==> src/rtl/jk_mod_counter.sv <==
// Modulo-MODULUS up/down counter built from JK flip-flop stages.
// The next count is reduced to per-bit J/K excitation, and only that excitation updates the state.
module jk_mod_counter #(
   parameter int WIDTH   = 4,
   parameter int MODULUS = 10
) (
   input  logic             CLK,
   input  logic             RST_N,
   input  logic             EN,
   input  logic             UP,
   input  logic             LD,
   input  logic [WIDTH-1:0] D,
   output logic [WIDTH-1:0] J,
   output logic [WIDTH-1:0] K,
   output logic [WIDTH-1:0] Q,
   output logic             TC,
   output logic             WRAP,
   output logic             LDERR
);

   // One extra bit so that MODULUS == 2**WIDTH still compares correctly against D.
   localparam logic [WIDTH:0]   MOD_EXT = (WIDTH+1)'(MODULUS);
   localparam logic [WIDTH-1:0] TERM    = WIDTH'(MODULUS - 1);

   logic [WIDTH-1:0] n_next;
   logic             ld_bad;
   logic             wrap_hit;
   logic             wrap_reg;
   logic             lderr_reg;

   assign ld_bad = ({1'b0, D} >= MOD_EXT);

   always_comb begin
      n_next = Q;
      if (LD) begin
         n_next = ld_bad ? '0 : D;
      end else if (EN) begin
         if (UP) begin
            n_next = (Q == TERM) ? '0 : Q + WIDTH'(1);
         end else begin
            n_next = (Q == '0) ? TERM : Q - WIDTH'(1);
         end
      end
   end

   assign J = ~Q & n_next;
   assign K = Q & ~n_next;

   assign wrap_hit = EN & ~LD & ((UP & (Q == TERM)) | (~UP & (Q == '0)));
   assign TC       = wrap_hit;

   // Each state bit is its own JK stage, updated only by the characteristic equation.
   generate
      for (genvar gi = 0; gi < WIDTH; gi++) begin : g_stage
         logic q_bit;
         always_ff @(posedge CLK) begin
            if (!RST_N) begin
               q_bit <= 1'b0;
            end else begin
               q_bit <= (J[gi] & ~q_bit) | (~K[gi] & q_bit);
            end
         end
         assign Q[gi] = q_bit;
      end
   endgenerate

   always_ff @(posedge CLK) begin
      if (!RST_N) begin
         wrap_reg  <= 1'b0;
         lderr_reg <= 1'b0;
      end else begin
         wrap_reg  <= wrap_hit;
         lderr_reg <= LD & ld_bad;
      end
   end

   assign WRAP  = wrap_reg;
   assign LDERR = lderr_reg;

endmodule

==> config.mk <==
export PLATFORM = sky130hd
export DESIGN_NAME = jk_mod_counter
export DESIGN_NICKNAME = d
export VERILOG_FILES = /design/src/rtl/jk_mod_counter.sv
export SDC_FILE = /design/constraint.sdc
export NUM_CORES = 1
export LEC_CHECK = 0
export CAP_MARGIN = 10
export CORE_UTILIZATION = 45
export DETAILED_ROUTE_END_ITERATION = 12
export GPL_ROUTABILITY_DRIVEN = 0
export GPL_TIMING_DRIVEN = 0
export PLACE_DENSITY = 0.82
export SLEW_MARGIN = 20
export SYNTH_ARGS = -nofsm -noshare
export SYNTH_HDL_FRONTEND = slang
export SYNTH_SLANG_ARGS = --single-unit
==> constraint.sdc <==
create_clock -name CLK -period 4.7 [get_ports CLK]
set_input_delay 0.94 -clock CLK [delete_from_list [all_inputs] [get_ports CLK]]
set_output_delay 0.94 -clock CLK [all_outputs]
set_load 0.01 [all_outputs]
==> results of run 1 <==
## registers in the layout (all words and copies together), names as in the netlist
name and count:
WRAP 1, g_stage.q_bit 4, LDERR 1
## stage by stage
step	power [uW]	hold slack (ns)
after floorplan	106	0.599
after global placement	138	0.681
after detailed placement	140	0.692
after CTS	186	0.700
after global routing	198	0.724
final	186	0.711
## critical path, delay by kind of cell
kind                   cells  cell delay (ns)
AO/OA/AOI/OAI              3             0.55
AND/OR/NAND/NOR            1             0.36
buffers and inverters      3             1.17
## placed cells by master, fill, tap and decap left out, types with 2 or more instances in the layout
master           instances
a21boi_0                 2
a31oi_1                  4
a21o_1                   3
a21oi_1                  4
clkdlybuf4s50_1         23
clkbuf_4                 3
o21a_1                   3
inv_1                    7
ha_1                     3
nor2b_1                  2
nor3_1                   6
nand2_1                  5
buf_4                    4
buf_2                    3
o31ai_1                  3
nand2b_1                 2
dfxtp_1                  6
o21ai_0                  4
nor2_1                   5
## routing by layer
metal | track usage, % | vias up | part of all wire [%]
met5 | 0 | - | 0
met4 | 7.76 | 0 | 1.2
met1 | 29.3 | 317 | 46
met2 | 40.4 | 24 | 48
li1 | - | 350 | -
met3 | 5.20 | 2 | 4.8
## cells by family (layout without fill, tap and decap cells)
kind of cell | count (synthesis) | in the layout | share of synthesized area, %
adder cells (fa/ha/maj) | 3 | 3 | 6.11
flip-flops | 6 | 6 | 19.6
AND/OR/NAND/NOR | 29 | 29 | 25.5
AO/OA/AOI/OAI | 29 | 29 | 34.8
buffers and inverters | 16 | 42 | 14.1
## how the worst max path moves through the flow
stage	startpoint	end	slack [ns]
after global routing	UP	J[0]	0.61
after CTS	UP	J[0]	0.75
after floorplan	UP	J[0]	1.70
after detailed placement	UP	J[0]	0.74
final	UP	J[0]	0.74
after global placement	UP	J[0]	0.77
## synthesized netlist by cell type, types with 2 or more instances
cell type	number
nor3_1	6
nor2_1	5
nor2b_1	2
buf_2	3
a31oi_1	4
o21a_1	3
nand2_1	5
o31ai_1	3
a21boi_0	2
dfxtp_1	6
buf_4	4
a21oi_1	4
nand2b_1	2
o21ai_0	4
ha_1	3
inv_1	7
a21o_1	3
## power by group
group,internal [uW],total [uW],switching (uW)
combinational,42.7,81.0,38.3
clock,28.8,46.6,17.7
sequential,54.1,58.4,4.22
total,126,186,60.2
## cell type report
class | count | share of cell area [%]
repair buffers | 23 | 26.0
multi-input cells | 61 | 46.1
well taps | 14 | 1.98
inverters | 7 | 2.97
plain buffers | 9 | 6.79
clock buffers | 3 | 2.55
flip-flops and latches | 6 | 13.6
==> results.md, run 1 <==
- WL/cell: 12.3 um
- Most common cell on crit path: clkdlybuf4s50_1
- Core area: 1190 um2
- First-pass GRT wire length: 2440 um
- Synthesized instance count: 83
- Top-area cell type share of the netlist area: 19.6%
- Setup bufs post-CTS: 0
- CTS Hold Buffers Added: 0
- Hold Path Class: register to register
- Post-Layout Cell Count: 123
- CTS root buf: clkbuf_4
- Worst reg2reg startpoint: g_stage[0].q_bit
- Synthesized area per cell: 7.40 um2
- Synth Register Bits: 6
- Share of layout cells above drive strength 1: 12.8%
- Drt initial violations: 21
- Hold path startpoint: g_stage[2].q_bit
- Antenna Nets Post-Route: 0
- Reg area: 120 um2
- Max cap viols: 0
- CP Data Required Time: 3.76 ns
- DRT Pass-1 Iters: 4
- Antenna cell count: 0
- Cells after DPL: 120
- Worst slack, placed: 0.745 ns
- Max FO, Critical Path: 10
- Number of CTS-inserted buffers: 3
- Reg2reg setup slack: 2.90 ns
- Area delta synth->final: 44.0%
- Total gr overflow: 0
- Asr flop ratio synth: 0%
- Setup Viol. Count Final: 0
- H-tree levels: 1
- Clock sinks: 6
- Total GRT Usage: 23.8%
- Placement Rows: 12
- Least-Margin Pin Slew: 0.462 ns
- RSZ-0062 raised after global routing: false
- Fmax: 253 MHz
- Die H: 39.0 um
- PwrDens: 210 nW/um2
- Post-synth top area cell: dfxtp_1
- Crit Path Class: input pin to output port
- Final nets: 123
- CP arrival: 3.02 ns
- DRC Markers: 0
- Cell Chain, Critical Path: clkdlybuf4s50_1, buf_2, or3b_1, a21oi_1, o21ai_0, o31ai_1, clkdlybuf4s50_1
- Startpoint types: input pin
- Outcome: completed
- Max rail drop VDD: 0.000109 V
- Final clock skew: 0.0000885 ns
- Post-synth EDFFs: 0
- Placed inst area: 862 um2
- Max_slew headroom: 69.0%
- Nature of the critical path endpoint: output port
- Largest net degree at the start of global routing: 11
- Synthesis Warnings: 0
- DR vias/cell: 5.63
- Tmin final: 3.96 ns
- Starting Density: 51.8%
- Die width: 39.0 um
- Post-route setup TNS: 0 ns
- Hold endpoint: WRAP
- CTS tree: done
- Worst-skew pair later-pin latency: 0.24 ns
- Vias in the first global route: 585
- Post-cts repair resize count: 0
- Netlist cell types: 34
- Clk slew on worst S/H paths: 0.04 ns
- Drt total wl: 1510 um
- Post-route cell area: 885 um2
- Post-DP HPWL: 1220 um
- Slew Limit Fails: 0
- R2R Path End: g_stage[0].q_bit
- Register area share after synthesis: 19.6%
- Ports: 24
- Final worst slack: 0.740 ns
- FF-to-FF path depth: 7
- Multi-input gate area: 408 um2
- Syn nets: 95
- Leakage: 0.000365 uW
- Deepest clock path buffer count: 2
- Antenna violations before repair: 0
- Tcrit/Tclk final: 84.2%
- Final hold vios: 0
- Synth top area cells: dfxtp_1, ha_1, nor3_1, buf_4, inv_1
- Vias: 693
- Fillers: 110
- Port Buf Inserts: 23
- Most used DFF post-synth: dfxtp_1
- Slowest cell on crit path: clkdlybuf4s50_1
- Die area: 1520 um2
- Hold path depth: 2
- Max incr delay on CP: 0.57 ns
- Core Util, Final: 74.6%
- Synthesized cell area: 614 um2
No activity file was read; power rests on OpenSTA's default activity.
==> run 2, diff against run 1 <==
Settings changed: CORE_UTILIZATION 45 to 42, PLACE_DENSITY 0.82 to 0.78.
Clock period 4.7 ns to 3.7 ns, I/O delays scaled along.
==> results.md, run 2 (same netlist as run 1, synthesis figures left out) <==
- Post-route setup TNS: 0 ns (unchanged)
- Antenna cell count: 0 (unchanged)
- Post-DP HPWL: 1210 um (-0.71%)
- Crit Path Class: input pin to output port
- Placed inst area: 863 um2 (+0.15%)
- Leakage: 0.000379 uW (+3.7%)
- Most frequent cells in the layout: clkdlybuf4s50_1, inv_1, dfxtp_1, nor3_1
- R2R Path End: g_stage[1].q_bit
- Most common cell on crit path: clkdlybuf4s50_1
- Final clock skew: 0.000115 ns (+0.0000265 ns)
- PwrDens: 267 nW/um2 (+27%)
- Largest net degree at the start of global routing: 11 (unchanged)
- FF-to-FF path depth: 7 (unchanged)
- Vias: 690 (-0.43%)
- Port Buf Inserts: 23 (unchanged)
- DR vias/cell: 5.56 (-1.2%)
- Post-route cell area: 888 um2 (+0.42%)
- Drt total wl: 1540 um (+1.5%)
- Antenna violations before repair: 0 (unchanged)
- Reg area: 120 um2 (unchanged)
- H-tree levels: 1 (unchanged)
- Max rail drop VDD: 0.000108 V (-0.69%)
- DRC Markers: 0 (unchanged)
- Clock sinks: 6 (unchanged)
- Most common cell after layout, fill and taps aside: clkdlybuf4s50_1
- Slew Limit Fails: 0 (unchanged)
- Die H: 40.2 um (+3.3%)
- Total gr overflow: 0 (unchanged)
- CTS root buf: clkbuf_4
- Nature of the critical path endpoint: output port
- WHS: 0.696 ns (-0.0152 ns)
- Worst reg2reg startpoint: g_stage[0].q_bit
- CTS tree: done
- Worst-skew pair later-pin latency: 0.24 ns (about the same)
- WL/cell: 12.4 um (+0.70%)
- Startpoint types: input pin
- Biggest register: g_stage.q_bit
- Final hold vios: 0 (unchanged)
- Multi-input gate area: 408 um2 (unchanged)
- First-pass GRT wire length: 2390 um (-2.0%)
- Critical path buffer and inverter count: 3 (unchanged)
- Fmax: 290 MHz
- Antenna Nets Post-Route: 0 (unchanged)
- Share of layout cells above drive strength 1: 12.8% (unchanged)
- Cell Chain, Critical Path: clkdlybuf4s50_1, buf_2, nand2_1, or2_2, a31oi_1, o21a_1, clkdlybuf4s50_1
- Slowest cell on crit path: clkdlybuf4s50_1
- Number of CTS-inserted buffers: 3 (unchanged)
- Placement Rows: 13 (+1)
- Fillers: 131 (+19%)
- Outcome: completed
- Vias in the first global route: 549 (-6.2%)
- CP arrival: 2.71 ns (-0.31 ns)
- Area delta synth->final: 44.6%
- Critical Path Stages: 7 (unchanged)
- Max_slew headroom: 72.6% (+3.7 points)
- Setup Viol. Count Final: 0 (unchanged)
- Drt initial violations: 22 (+4.8%)
- Hold Path Class: register to register
- Least-Margin Pin Slew: 0.407 ns (-0.0545 ns)
- Die width: 40.2 um (+3.3%)
- Max FO, Critical Path: 10 (unchanged)
- RSZ-0062 raised after global routing: false
- Deepest clock path buffer count: 2 (unchanged)
- Die area: 1620 um2 (+6.8%)
- Core area: 1330 um2 (+12%)
- Setup bufs post-CTS: 0 (unchanged)
- Total GRT Usage: 21.8% (-2.1 points)
- Final nets: 123 (unchanged)
- Starting Density: 46.1% (-5.7 points)
- DRT Pass-1 Iters: 4 (unchanged)
- CP startpoint: UP
- Clk slew on worst S/H paths: 0.04 ns (about the same)
- Max cap viols: 0 (unchanged)
- Tcrit/Tclk final: 93.3%
- CP Data Required Time: 2.96 ns (-0.80 ns)
- Tmin final: 3.45 ns
- Ports: 24 (unchanged)
- Largest register FFs: 4 (unchanged)
- CP top delay family: buffers and inverters
- Reg2reg setup slack: 1.86 ns (-1.04 ns)
- CP Capture Point: K[3]
- Max incr delay on CP: 0.52 ns (-0.05 ns)
- Core Util, Final: 66.6% (-8.0 points)
[run 2: cell types whose count changed in the layout (fill, tap and decap cells not counted), sizes merged]
cell,previous run,this run
clkdlybuf4s50,23,22
dlymetal6s2s,0,1
[run 2: through the flow]
stage                     instances  worst slack (ns)  total power, uW
after floorplan                  83              1.10              135
after global placement          121             0.170              176
after detailed placement        121             0.156              178
final                           124             0.247              237
after global routing            124            0.0975              253
after CTS                       124             0.159              239
[run 2: how the worst min path moves through the flow]
stage                           from  endpoint  slack (ns)  cells past startpoint
finish              g_stage[2].q_bit      WRAP        0.70                      2
global route        g_stage[2].q_bit      WRAP        0.74                      2
CTS                 g_stage[2].q_bit      WRAP        0.68                      2
detailed placement  g_stage[2].q_bit      WRAP        0.67                      2
global placement    g_stage[2].q_bit      WRAP        0.68                      2
floorplan           g_stage[2].q_bit      WRAP        0.60                      2
[run 2: area by class of cell]
cell class,count,area share [%]
Multi-Input combinational cell,61,45.9
Timing Repair Buffer,23,26.2
Sequential cell,6,13.5
Buffer,9,6.76
Inverter,7,2.96
Clock buffer,3,2.54
Tap cell,15,2.11
[run 2: report_power, final]
group	switching, uW	internal [uW]	leakage, uW
sequential	5.27	68.8	0.0000494
combinational	49.1	54.1	0.000316
clock	23.0	36.7	0.0000138
total	77.3	159	0.000379
[run 2: worst min-delay path: stages (launching register included)]
cell     delay [ns]
dfxtp_1        0.34
buf_2          0.22
nor4_1         0.08
[run 2: repair_timing]
item / 4_1_cts / 5_1_grt
hold buffers: 0 / 0
setup endpoints to repair: 0 / 1
gates resized for setup: 0 / 1
[run 2: routing by layer]
| metal | routed length (um) | global-route usage (%) | vias to the layer above |
|---|---|---|---|
| met1 | 730 | 31.5 | 309 |
| met2 | 714 | 32.3 | 26 |
| met5 | 0 | 0 | - |
| met4 | 20 | 12.5 | 0 |
| li1 | - | - | 352 |
| met3 | 71 | 0 | 3 |
